$ cat config.mk
export PLATFORM = sky130hd
export DESIGN_NAME = rram_vddh_sequencer
export DESIGN_NICKNAME = d
export VERILOG_FILES = /design/src/rtl/rram_vddh_sequencer_pkg.sv /design/src/rtl/rram_phase_counter.sv /design/src/rtl/rram_vddh_sequencer.sv
export SDC_FILE = /design/constraint.sdc
export NUM_CORES = 1
export LEC_CHECK = 0
export CORE_AREA = 2 2 64 66
export DETAILED_ROUTE_END_ITERATION = 16
export DIE_AREA = 0 0 66 68
export PLACE_DENSITY = 0.56
export SETUP_SLACK_MARGIN = 0.3
export SYNTH_ARGS = -nofsm -noshare
export SYNTH_HDL_FRONTEND = slang
export SYNTH_SLANG_ARGS = --single-unit
$ cat constraint.sdc
create_clock -name clk -period 2.1 [get_ports clk]
set_input_delay 0.525 -clock clk [delete_from_list [all_inputs] [get_ports clk]]
set_output_delay 0.525 -clock clk [all_outputs]
set_load 0.05 [all_outputs]
$ cat src/rtl/rram_vddh_sequencer_pkg.sv
// Shared types, default phase lengths and strobe decode for the VDDH RRAM sequencer.
package rram_vddh_sequencer_pkg;

  localparam int unsigned PRE_CYC_DEF  = 2;
  localparam int unsigned DVLP_CYC_DEF = 4;
  localparam int unsigned SA_CYC_DEF   = 2;
  localparam int unsigned WR_CYC_DEF   = 8;
  localparam int unsigned CNT_W_DEF    = 4;
  localparam int unsigned DW_DEF       = 8;

  typedef enum logic [2:0] {
    ST_IDLE  = 3'd0,
    ST_PRE   = 3'd1,
    ST_DVLP  = 3'd2,
    ST_SENSE = 3'd3,
    ST_WRITE = 3'd4,
    ST_DONE  = 3'd5
  } state_t;

  // Control outputs of the sequencer, registered together.
  typedef struct packed {
    logic write_vddh;
    logic read_vddh;
    logic pre_h;
    logic dvlp_h;
    logic sa_en_h;
    logic dummy_en;
    logic done;
    logic req_ready;
  } strobe_t;

  // Decode the strobe set that belongs to a given state.
  function automatic strobe_t decode_strobes(input state_t st);
    strobe_t s;
    s            = '0;
    s.write_vddh = (st == ST_WRITE);
    s.read_vddh  = (st == ST_PRE) || (st == ST_DVLP) || (st == ST_SENSE);
    s.pre_h      = (st == ST_PRE);
    s.dvlp_h     = (st == ST_DVLP);
    s.sa_en_h    = (st == ST_SENSE);
    s.dummy_en   = s.read_vddh;
    s.done       = (st == ST_DONE);
    s.req_ready  = (st == ST_IDLE);
    return s;
  endfunction

endpackage

$ cat src/rtl/rram_phase_counter.sv
// Loadable down-counter timing each sequencer phase; saturates at zero.
module rram_phase_counter
  import rram_vddh_sequencer_pkg::*;
#(
  parameter int unsigned CNT_W = CNT_W_DEF
) (
  input  logic             clk,
  input  logic             rst_n,
  input  logic             load,
  input  logic [CNT_W-1:0] load_val,
  output logic             zero_c
);

  logic [CNT_W-1:0] count;

  // Load on phase entry, otherwise count down to zero and hold.
  always_ff @(posedge clk or negedge rst_n) begin
    if (!rst_n) begin
      count <= '0;
    end else if (load) begin
      count <= load_val;
    end else if (count != '0) begin
      count <= count - CNT_W'(1);
    end
  end

  assign zero_c = (count == '0);

endmodule

$ cat src/rtl/rram_vddh_sequencer.sv
// VDDH-domain RRAM strobe sequencer: one read or write at a time, fixed phase timing.
module rram_vddh_sequencer
  import rram_vddh_sequencer_pkg::*;
#(
  parameter int unsigned PRE_CYC  = PRE_CYC_DEF,
  parameter int unsigned DVLP_CYC = DVLP_CYC_DEF,
  parameter int unsigned SA_CYC   = SA_CYC_DEF,
  parameter int unsigned WR_CYC   = WR_CYC_DEF,
  parameter int unsigned CNT_W    = CNT_W_DEF,
  parameter int unsigned DW       = DW_DEF
) (
  input  logic          clk,
  input  logic          rst_n,
  input  logic          req_valid,
  input  logic          req_write,
  output logic          req_ready,
  input  logic [DW-1:0] sa_out,
  output logic [DW-1:0] rd_data,
  output logic          done,
  output logic          write_vddh,
  output logic          read_vddh,
  output logic          pre_h,
  output logic          dvlp_h,
  output logic          sa_en_h,
  output logic          dummy_en
);

  state_t           state;
  state_t           next_state;
  strobe_t          strobes_q;
  logic             accept_c;
  logic             capture_c;
  logic             cnt_load_c;
  logic [CNT_W-1:0] cnt_load_val_c;
  logic             cnt_zero_c;

  rram_phase_counter #(
    .CNT_W(CNT_W)
  ) u_phase_counter (
    .clk     (clk),
    .rst_n   (rst_n),
    .load    (cnt_load_c),
    .load_val(cnt_load_val_c),
    .zero_c  (cnt_zero_c)
  );

  // Next-state and phase-counter load decode.
  always_comb begin
    next_state     = state;
    cnt_load_c     = 1'b0;
    cnt_load_val_c = '0;
    accept_c       = req_valid && strobes_q.req_ready && (state == ST_IDLE);
    unique case (state)
      ST_IDLE: begin
        if (accept_c) begin
          cnt_load_c = 1'b1;
          if (req_write) begin
            next_state     = ST_WRITE;
            cnt_load_val_c = CNT_W'(WR_CYC - 1);
          end else begin
            next_state     = ST_PRE;
            cnt_load_val_c = CNT_W'(PRE_CYC - 1);
          end
        end
      end
      ST_PRE: begin
        if (cnt_zero_c) begin
          next_state     = ST_DVLP;
          cnt_load_c     = 1'b1;
          cnt_load_val_c = CNT_W'(DVLP_CYC - 1);
        end
      end
      ST_DVLP: begin
        if (cnt_zero_c) begin
          next_state     = ST_SENSE;
          cnt_load_c     = 1'b1;
          cnt_load_val_c = CNT_W'(SA_CYC - 1);
        end
      end
      ST_SENSE: begin
        if (cnt_zero_c) next_state = ST_DONE;
      end
      ST_WRITE: begin
        if (cnt_zero_c) next_state = ST_DONE;
      end
      ST_DONE: begin
        next_state = ST_IDLE;
      end
      default: begin
        next_state = ST_IDLE;
      end
    endcase
  end

  // Sense data is sampled on the final SENSE cycle.
  assign capture_c = (state == ST_SENSE) && cnt_zero_c;

  // State, registered strobes (decoded from next state) and read data.
  always_ff @(posedge clk or negedge rst_n) begin
    if (!rst_n) begin
      state     <= ST_IDLE;
      strobes_q <= '0;
      rd_data   <= '0;
    end else begin
      state     <= next_state;
      strobes_q <= decode_strobes(next_state);
      if (capture_c) rd_data <= sa_out;
    end
  end

  assign write_vddh = strobes_q.write_vddh;
  assign read_vddh  = strobes_q.read_vddh;
  assign pre_h      = strobes_q.pre_h;
  assign dvlp_h     = strobes_q.dvlp_h;
  assign sa_en_h    = strobes_q.sa_en_h;
  assign dummy_en   = strobes_q.dummy_en;
  assign done       = strobes_q.done;
  assign req_ready  = strobes_q.req_ready;

endmodule

==> PnR_summary.wiki, run 1 <==
{| class="wikitable"
! Metric !! Value
|-
| Register bit count reported by yosys || 22
|-
| TritonCTS clock tree || yes
|-
| Standby leakage power || 0.0006307 uW
|-
| Total nets after synthesis || 104
|-
| Max-capacitance violation count || 0
|-
| Syn_area_per_cell || 11.95 um^2
|-
| Final weighted congestion of routability-driven global placement || 0.7381
|-
| Reg2Reg Depth || 5
|-
| Vias after detailed routing || 770
|-
| Minimum clock period after layout || 1.713 ns
|-
| Die Span X || 66 um
|-
| Maximum ir drop on the vdd rail || 591.7 uV
|-
| Starting density of the core || 28.20%
|-
| Total track usage || 10.39%
|-
| Clock insertion delay at the later pin of the skew report || 0.27 ns
|-
| Cell Chain, Critical Path || dlygate4sd2_1
|-
| Detailed router's first-iteration violation count || 25
|-
| Std-Cell Rows || 23
|-
| Endpoint kind of the worst setup timing path || output pin
|-
| Cell taking the most area after synthesis || sky130_fd_sc_hd__dfrtp_1
|-
| Routed via count divided by cell count || 4.583
|-
| Sequential-to-total area share from yosys stat || 50.63%
|-
| Critical path type || reg2out
|-
| Footprint of the flip-flops and latches || 550.5 um^2
|-
| Synth Warn # || 0
|-
| Family with the most delay on the worst path || buffers and inverters
|-
| Dominant cells by area after synthesis || sky130_fd_sc_hd__dfrtp_1 51%, sky130_fd_sc_hd__mux2_2 8.3%, sky130_fd_sc_hd__nand2_1 3.1%
|-
| Total routed wirelength || 2.140 mm
|-
| Number of enable flip-flop cells after synthesis || 0
|-
| Layout overhead on the synthesized area || 31.19%
|-
| Setup repair after global routing missed its margin || false
|-
| Final net count || 132
|-
| Number of hold violations in the final report || 0
|-
| Number of primary I/O pins || 28
|-
| Number of H-tree levels || 1
|-
| Worst-case clock skew || 0.01140 ns
|-
| Max FO, Critical Path || 3
|-
| Count of distinct cell types in the synthesized netlist || 37
|-
| Fraction of layout instances using a drive strength above 1 || 22.03%
|-
| Number of global-route vias before repair || 749
|-
| Slowest-stage cell, CP || sky130_fd_sc_hd__dlygate4sd2_1
|-
| Data arrival time of the critical path || 1.19 ns
|-
| HPWL after detailed placement || 1.567 mm
|-
| Crit-path max cell delay || 0.54 ns
|-
| IO buf count || 27
|-
| Combined area of all synthesized cells || 0.001087 mm^2
|-
| Kind of start point of the critical path || flip-flop
|-
| Hold path cells || 1
|-
| Number of instances in the synthesized netlist || 91
|-
| Diodes inserted || 0
|-
| Initial DRT Pass Iterations || 4
|-
| CTS Buf Count || 3
|-
| Number of setup violations in the final report || 0
|-
| Max-slew violation count || 0
|-
| Data required time of the critical path || 1.57 ns
|-
| Global route overflow || 0
|-
| Result of the run || finished clean
|-
| Buffers inserted by post-CTS timing repair || 0
|-
| Share of synthesized registers carrying an async set or reset || 100.0%
|-
| Area enclosed by the die boundary || 0.004488 mm^2
|-
| Wire length of the first global-routing pass || 3.498 mm
|-
| Worst-case clock buffer depth || 2
|-
| Post-route ant nets || 0
|-
| Hold slack || 0.5008 ns
|-
| Pwr/cell area || 1797 mW/mm^2
|-
| Post-route fraction of the period consumed by the critical path || 81.55%
|-
| Clk slew on worst S/H paths || 0.07 ns
|-
| Hold Crit Class || reg2reg
|-
| Transition at the pin with the smallest max-transition slack || 0.5197 ns
|-
| TNS Setup || 0 ns
|-
| Achievable clock frequency || 583.9 MHz
|-
| Initial antenna violation count || 0
|-
| # fillers || 406
|-
| Commonest register cell after synthesis || sky130_fd_sc_hd__dfrtp_1
|-
| Cell at the root of the clock tree || sky130_fd_sc_hd__clkbuf_8
|-
| Area of the multi-input gates || 465.4 um^2
|-
| Std-Cell Core Area || 0.003856 mm^2
|-
| # DRC || 0
|-
| Area fraction of the dominant cell type after synthesis || 50.63%
|-
| Number of buffers and inverters on the critical path || 1
|-
| Die Span Y || 68 um
|-
| Clock sink count || 22
|-
| Worst path setup slack after routing || 0.3874 ns
|-
| Drt wl/cell || 12.74 um
|-
| Headroom to the max-slew limit || 65.35%
|-
| Logic depth of the worst path, buffers included || 1
|-
| Pin count of the biggest net entering global routing || 23
|-
| Setup slack at placement || 0.3640 ns
|}
==> path summary, 6_finish.rpt <==
kind | endpoint | start | slack, ns
worst max-delay path | req_ready | req_ready$_DFF_PN0_ | 0.39
worst min-delay path | rd_data[6]$_DFFE_PN0P_ | rd_data[6]$_DFFE_PN0P_ | 0.50
worst max register to register | rd_data[0]$_DFFE_PN0P_ | u_phase_counter.count[0]$_DFFE_PN0P_ | 0.46
worst min register to register | rd_data[6]$_DFFE_PN0P_ | rd_data[6]$_DFFE_PN0P_ | 0.50
max in group asynchronous | rd_data[3]$_DFFE_PN0P_ | rst_n | 1.26
min in group asynchronous | state[0]$_DFF_PN0_ | rst_n | 0.61
==> cell usage in the layout (no fill, tap or decap), types with 2 or more instances in the layout <==
cell                               n
sky130_fd_sc_hd__clkbuf_8          3
sky130_fd_sc_hd__buf_4             2
sky130_fd_sc_hd__dfrtp_1          22
sky130_fd_sc_hd__inv_1             3
sky130_fd_sc_hd__nor2_2            3
sky130_fd_sc_hd__clkdlybuf4s50_1  11
sky130_fd_sc_hd__nor2_1            5
sky130_fd_sc_hd__a21oi_1           5
sky130_fd_sc_hd__dlygate4sd2_1    16
sky130_fd_sc_hd__nand2_1           9
sky130_fd_sc_hd__a31oi_1           2
sky130_fd_sc_hd__mux2_2            8
sky130_fd_sc_hd__xnor2_1           2
sky130_fd_sc_hd__nor2_4            2
==> flip-flops by register name, indices dropped and copies added (netlist names) <==
signal / count
u_phase_counter.count: 4
write_vddh: 1
req_ready: 1
pre_h: 1
dvlp_h: 1
done: 1
rd_data: 8
sa_en_h: 1
dummy_en: 1
state: 3
==> cells by family (layout without fill, tap and decap cells) <==
| kind of cell | after synthesis | after routing | synth area share, % |
|---|---|---|---|
| simple gates | 33 | 33 | 20.94 |
| flops | 22 | 22 | 50.63 |
| compound gates | 14 | 14 | 8.745 |
| mux | 9 | 9 | 9.321 |
| buf+inv | 9 | 36 | 6.788 |
| xor+xnor | 3 | 3 | 2.417 |
| fa+ha+maj | 1 | 1 | 1.151 |
==> synthesized netlist by cell type (2+ instances only) <==
master	instances
sky130_fd_sc_hd__nor2_2	3
sky130_fd_sc_hd__a31oi_1	2
sky130_fd_sc_hd__a21oi_1	5
sky130_fd_sc_hd__xnor2_1	2
sky130_fd_sc_hd__nor2_1	5
sky130_fd_sc_hd__buf_4	2
sky130_fd_sc_hd__mux2_2	8
sky130_fd_sc_hd__dfrtp_1	22
sky130_fd_sc_hd__inv_1	3
sky130_fd_sc_hd__buf_6	3
sky130_fd_sc_hd__nor2_4	2
sky130_fd_sc_hd__nand2_1	9
==> routing by layer <==
layer | wire length, um | track usage (%) | vias to the layer above
met5 | 0 | 0 | -
met4 | 53 | 5.357 | 0
met3 | 76 | 2.467 | 4
met2 | 1071 | 15.66 | 17
met1 | 939 | 13.92 | 378
li1 | - | - | 371
==> metrics by stage <==
stage | utilization [%] | cell area (um^2) | instances | total power [uW]
global placement | 35.59 | 1373 | 164 | 2270
detailed placement | 35.59 | 1373 | 164 | 2282
finish | 36.99 | 1426 | 168 | 2564
global route | 36.99 | 1426 | 168 | 2742
CTS | 36.92 | 1424 | 168 | 2589
floorplan | - | 1087 | 91 | 1921
==> worst register-to-register path, cell delays in order, from the launching register on <==
cell and delay [ns]:
sky130_fd_sc_hd__dfrtp_1 0.38, sky130_fd_sc_hd__inv_1 0.09, sky130_fd_sc_hd__ha_1 0.23, sky130_fd_sc_hd__nor3b_4 0.27
sky130_fd_sc_hd__nand3_4 0.18, sky130_fd_sc_hd__mux2_1 0.38
==> area by class of cell <==
cell class	count	share of cell area, %
Sequential cell	22	38.60
Multi-Input combinational cell	60	32.63
Timing Repair Buffer	29	18.60
Tap cell	50	4.386
Clock buffer	3	2.895
Clock inverter	1	2.105
Inverter	3	0.7895
==> power by group <==
part           internal, uW  switching [uW]
Sequential              621             198
Combinational           480             869
Clock                   255             141
Total                  1360            1210
==> timing repair <==
item	CTS	global route
resized for setup	16	1
hold buffers	0	0
endpoints found under the setup margin	16	1
Note: power is estimated with default switching activity, not from simulation.
==> inputs of run 2 (changes only) <==
Settings changed: PLACE_DENSITY 0.56 to 0.58.
Clock period 2.1 ns to 1.39 ns, I/O delays scaled along.
==> PnR_summary.wiki, run 2 (same netlist as run 1, synthesis figures left out) <==
{| class="wikitable"
! Metric !! Value
|-
| Post-route fraction of the period consumed by the critical path || 107.4%
|-
| HPWL after detailed placement || 1.778 mm (was 1.567 mm)
|-
| Cell area after placement || 0.001663 mm^2 (was 0.001373 mm^2)
|-
| Clock insertion delay at the later pin of the skew report || 0.26 ns (was 0.27 ns)
|-
| Cell area after layout || 0.001916 mm^2 (was 0.001426 mm^2)
|-
| TritonCTS clock tree || yes (unchanged)
|-
| Setup repair after global routing missed its margin || true (was false)
|-
| Wire length of the first global-routing pass || 4.271 mm (was 3.498 mm)
|-
| Headroom to the max-slew limit || 81.41% (was 65.35%)
|-
| Die Span Y || 68 um (unchanged)
|-
| Worst-case clock buffer depth || 2 (unchanged)
|-
| Routed via count divided by cell count || 4.705 (was 4.583)
|-
| Initial DRT Pass Iterations || 4 (unchanged)
|-
| Diodes inserted || 0 (unchanged)
|-
| Sum of met3 wire segment lengths after detailed routing || 175 um (was 76 um)
|-
| Footprint of the flip-flops and latches || 554.3 um^2 (was 550.5 um^2)
|-
| Std-Cell Core Area || 0.003856 mm^2 (unchanged)
|-
| Vias after detailed routing || 908 (was 770)
|-
| CTS Buf Count || 3 (unchanged)
|-
| Pin count of the biggest net entering global routing || 23 (unchanged)
|-
| Std-Cell Rows || 23 (unchanged)
|-
| Number of primary I/O pins || 28 (unchanged)
|-
| Registers with the most flip-flops || rd_data (8), u_phase_counter.count (4), state (3) (unchanged)
|-
| Layout overhead on the synthesized area || 76.18% (was 31.19%)
|-
| Clk slew on worst S/H paths || 0.07 ns (about the same)
|-
| Transition at the pin with the smallest max-transition slack || 0.2788 ns (was 0.5197 ns)
|-
| Top reg by flops || rd_data (unchanged)
|-
| Initial antenna violation count || 0 (unchanged)
|-
| Maximum ir drop on the vdd rail || 1028 uV (was 591.7 uV)
|-
| Uppermost routed layer || met4 (unchanged)
|-
| Fraction of layout instances using a drive strength above 1 || 60.14% (was 22.03%)
|-
| Max-slew violation count || 0 (unchanged)
|-
| Pwr/cell area || 2780 mW/mm^2 (was 1797 mW/mm^2)
|-
| Number of hold violations in the final report || 0 (unchanged)
|-
| Endpoint kind of the worst setup timing path || flip-flop (was output pin)
|-
| Violated checks || negative setup slack
|-
| Hold Crit Class || in2async (was reg2reg)
|-
| Detailed router's first-iteration violation count || 25 (unchanged)
|-
| Cell Chain, Critical Path || inv_2 -> ha_4 -> nor3b_4 -> buf_6 -> nand3_4 -> mux2_4 (was dlygate4sd2_1)
|-
| Data arrival time of the critical path || 1.65 ns (was 1.19 ns)
|-
| Data required time of the critical path || 1.54 ns (was 1.57 ns)
|-
| TNS Setup || -1.289 ns (was 0 ns)
|-
| Clock sink count || 22 (unchanged)
|-
| Leading cell type in the layout, fill and taps excluded || sky130_fd_sc_hd__dfrtp_1 (unchanged)
|-
| Post-route ant nets || 0 (unchanged)
|-
| Max-capacitance violation count || 0 (unchanged)
|-
| Standby leakage power || 0.0008332 uW (was 0.0006307 uW)
|-
| Worst-case clock skew || 0.001948 ns (was 0.01140 ns)
|-
| Crit-path max cell delay || 0.41 ns (was 0.54 ns)
|-
| Number of global-route vias before repair || 988 (was 749)
|-
| Kind of start point of the critical path || flip-flop (unchanged)
|-
| Flip-flop count of the largest register, all copies and words added || 8 (unchanged)
|-
| Achievable clock frequency || 669.6 MHz
|-
| # DRC || 0 (unchanged)
|-
| Area enclosed by the die boundary || 0.004488 mm^2 (unchanged)
|-
| Area of the multi-input gates || 576.8 um^2 (was 465.4 um^2)
|-
| Final weighted congestion of routability-driven global placement || 0.7731 (was 0.7381)
|-
| Cell at the root of the clock tree || sky130_fd_sc_hd__clkbuf_8 (unchanged)
|-
| Total track usage || 12.86% (was 10.39%)
|-
| Starting density of the core || 28.20% (unchanged)
|-
| Number of H-tree levels || 1 (unchanged)
|-
| Max FO, Critical Path || 5 (was 3)
|-
| Met2 wire length || 1.446 mm (was 1.071 mm)
|-
| Minimum clock period after layout || 1.493 ns
|-
| Final net count || 158 (was 132)
|-
| Drt wl/cell || 13.93 um (was 12.74 um)
|-
| IO buf count || 27 (unchanged)
|-
| Number of setup violations in the final report || 17 (was 0)
|-
| Top library cells by usage in the layout, fill and taps aside || 19 x sky130_fd_sc_hd__dfrtp_1, 17 x sky130_fd_sc_hd__buf_4, 16 x sky130_fd_sc_hd__buf_12 (was 22 x sky130_fd_sc_hd__dfrtp_1, 16 x sky130_fd_sc_hd__dlygate4sd2_1, 11 x sky130_fd_sc_hd__clkdlybuf4s50_1)
|-
| Met1 routed wirelength after detailed routing || 1.023 mm (was 939 um)
|-
| Total routed wirelength || 2.689 mm (was 2.140 mm)
|-
| Critical path type || reg2reg (was reg2out)
|-
| Global route overflow || 0 (unchanged)
|-
| Die Span X || 66 um (unchanged)
|-
| Result of the run || complete, but fails checks (was finished clean)
|-
| Worst path setup slack after routing || -0.1034 ns (was 0.3874 ns)
|-
| Slowest-stage cell, CP || sky130_fd_sc_hd__dfrtp_1 (was sky130_fd_sc_hd__dlygate4sd2_1)
|-
| # fillers || 352 (was 406)
|}
[run 2: cell types whose count changed in the layout (fill, tap and decap cells not counted), sizes merged]
cell / previous run / this run
buf: 2 / 43
bufinv: 1 / 0
clkdlybuf4s50: 11 / 10
dlygate4sd2: 16 / 1
nand3: 2 / 3
[run 2: power breakdown]
| group | internal, uW | switching, uW |
|---|---|---|
| logic | 1910 | 1730 |
| clock network | 194 | 199 |
| registers | 953 | 337 |
[run 2: worst paths after layout]
path                                                            from                     end  slack [ns]  cells past startpoint
min in group clk                              rd_data[6]$_DFFE_PN0P_  rd_data[6]$_DFFE_PN0P_        0.58                      1
worst max register to register  u_phase_counter.count[0]$_DFFE_PN0P_  rd_data[0]$_DFFE_PN0P_       -0.10                      6
max in group asynchronous                                      rst_n      dummy_en$_DFF_PN0_        0.72                      2
worst min register to register                rd_data[6]$_DFFE_PN0P_  rd_data[6]$_DFFE_PN0P_        0.58                      1
worst min-delay path                                           rst_n  rd_data[7]$_DFFE_PN0P_        0.43                      2
worst max-delay path            u_phase_counter.count[0]$_DFFE_PN0P_  rd_data[0]$_DFFE_PN0P_       -0.10                      6
[run 2: area by class of cell]
| class | count | area share [%] |
|---|---|---|
| clock buffers | 3 | 2.155 |
| repair buffers | 54 | 34.94 |
| inverters | 3 | 0.5879 |
| flip-flops and latches | 22 | 28.94 |
| multi-input cells | 61 | 30.11 |
| well taps | 50 | 3.266 |
[run 2: timing repair]
action	4_1_cts	5_1_grt
pin swaps	6	5
cloned	2	0
endpoints found under the setup margin	38	38
setup buffers	9	3
resized for setup	18	11
hold endpoints to repair	0	0
hold buffers	0	0
[run 2: through the flow]
| stage | hold WS (ns) | worst slack, ns | util [%] | total power, uW | instances |
|---|---|---|---|---|---|
| finish | 0.4308 | -0.1034 | 49.68 | 5325 | 193 |
| global route | 0.4623 | -0.1460 | 49.68 | 5586 | 193 |
| CTS | 0.4436 | -0.1221 | 47.99 | 5134 | 190 |
| detailed placement | 0.5385 | -0.2002 | 43.12 | 4357 | 176 |
| global placement | 0.5467 | -0.1760 | 43.12 | 4293 | 176 |
| floorplan | 0.05191 | -0.06760 | - | 3022 | 91 |
[run 2: critical path, delay by kind of cell (launching register included)]
kind	cells	cell delay [ns]
multiplexers	1	0.31
flip-flops	1	0.41
buffers and inverters	2	0.24
adder cells (fa/ha/maj)	1	0.13
AND/OR/NAND/NOR	2	0.28
[run 2: layer usage]
layer,vias up,track usage (%)
li1,422,-
met1,445,13.55
met2,36,24.49
met3,5,3.125
met4,0,5.357
met5,-,0
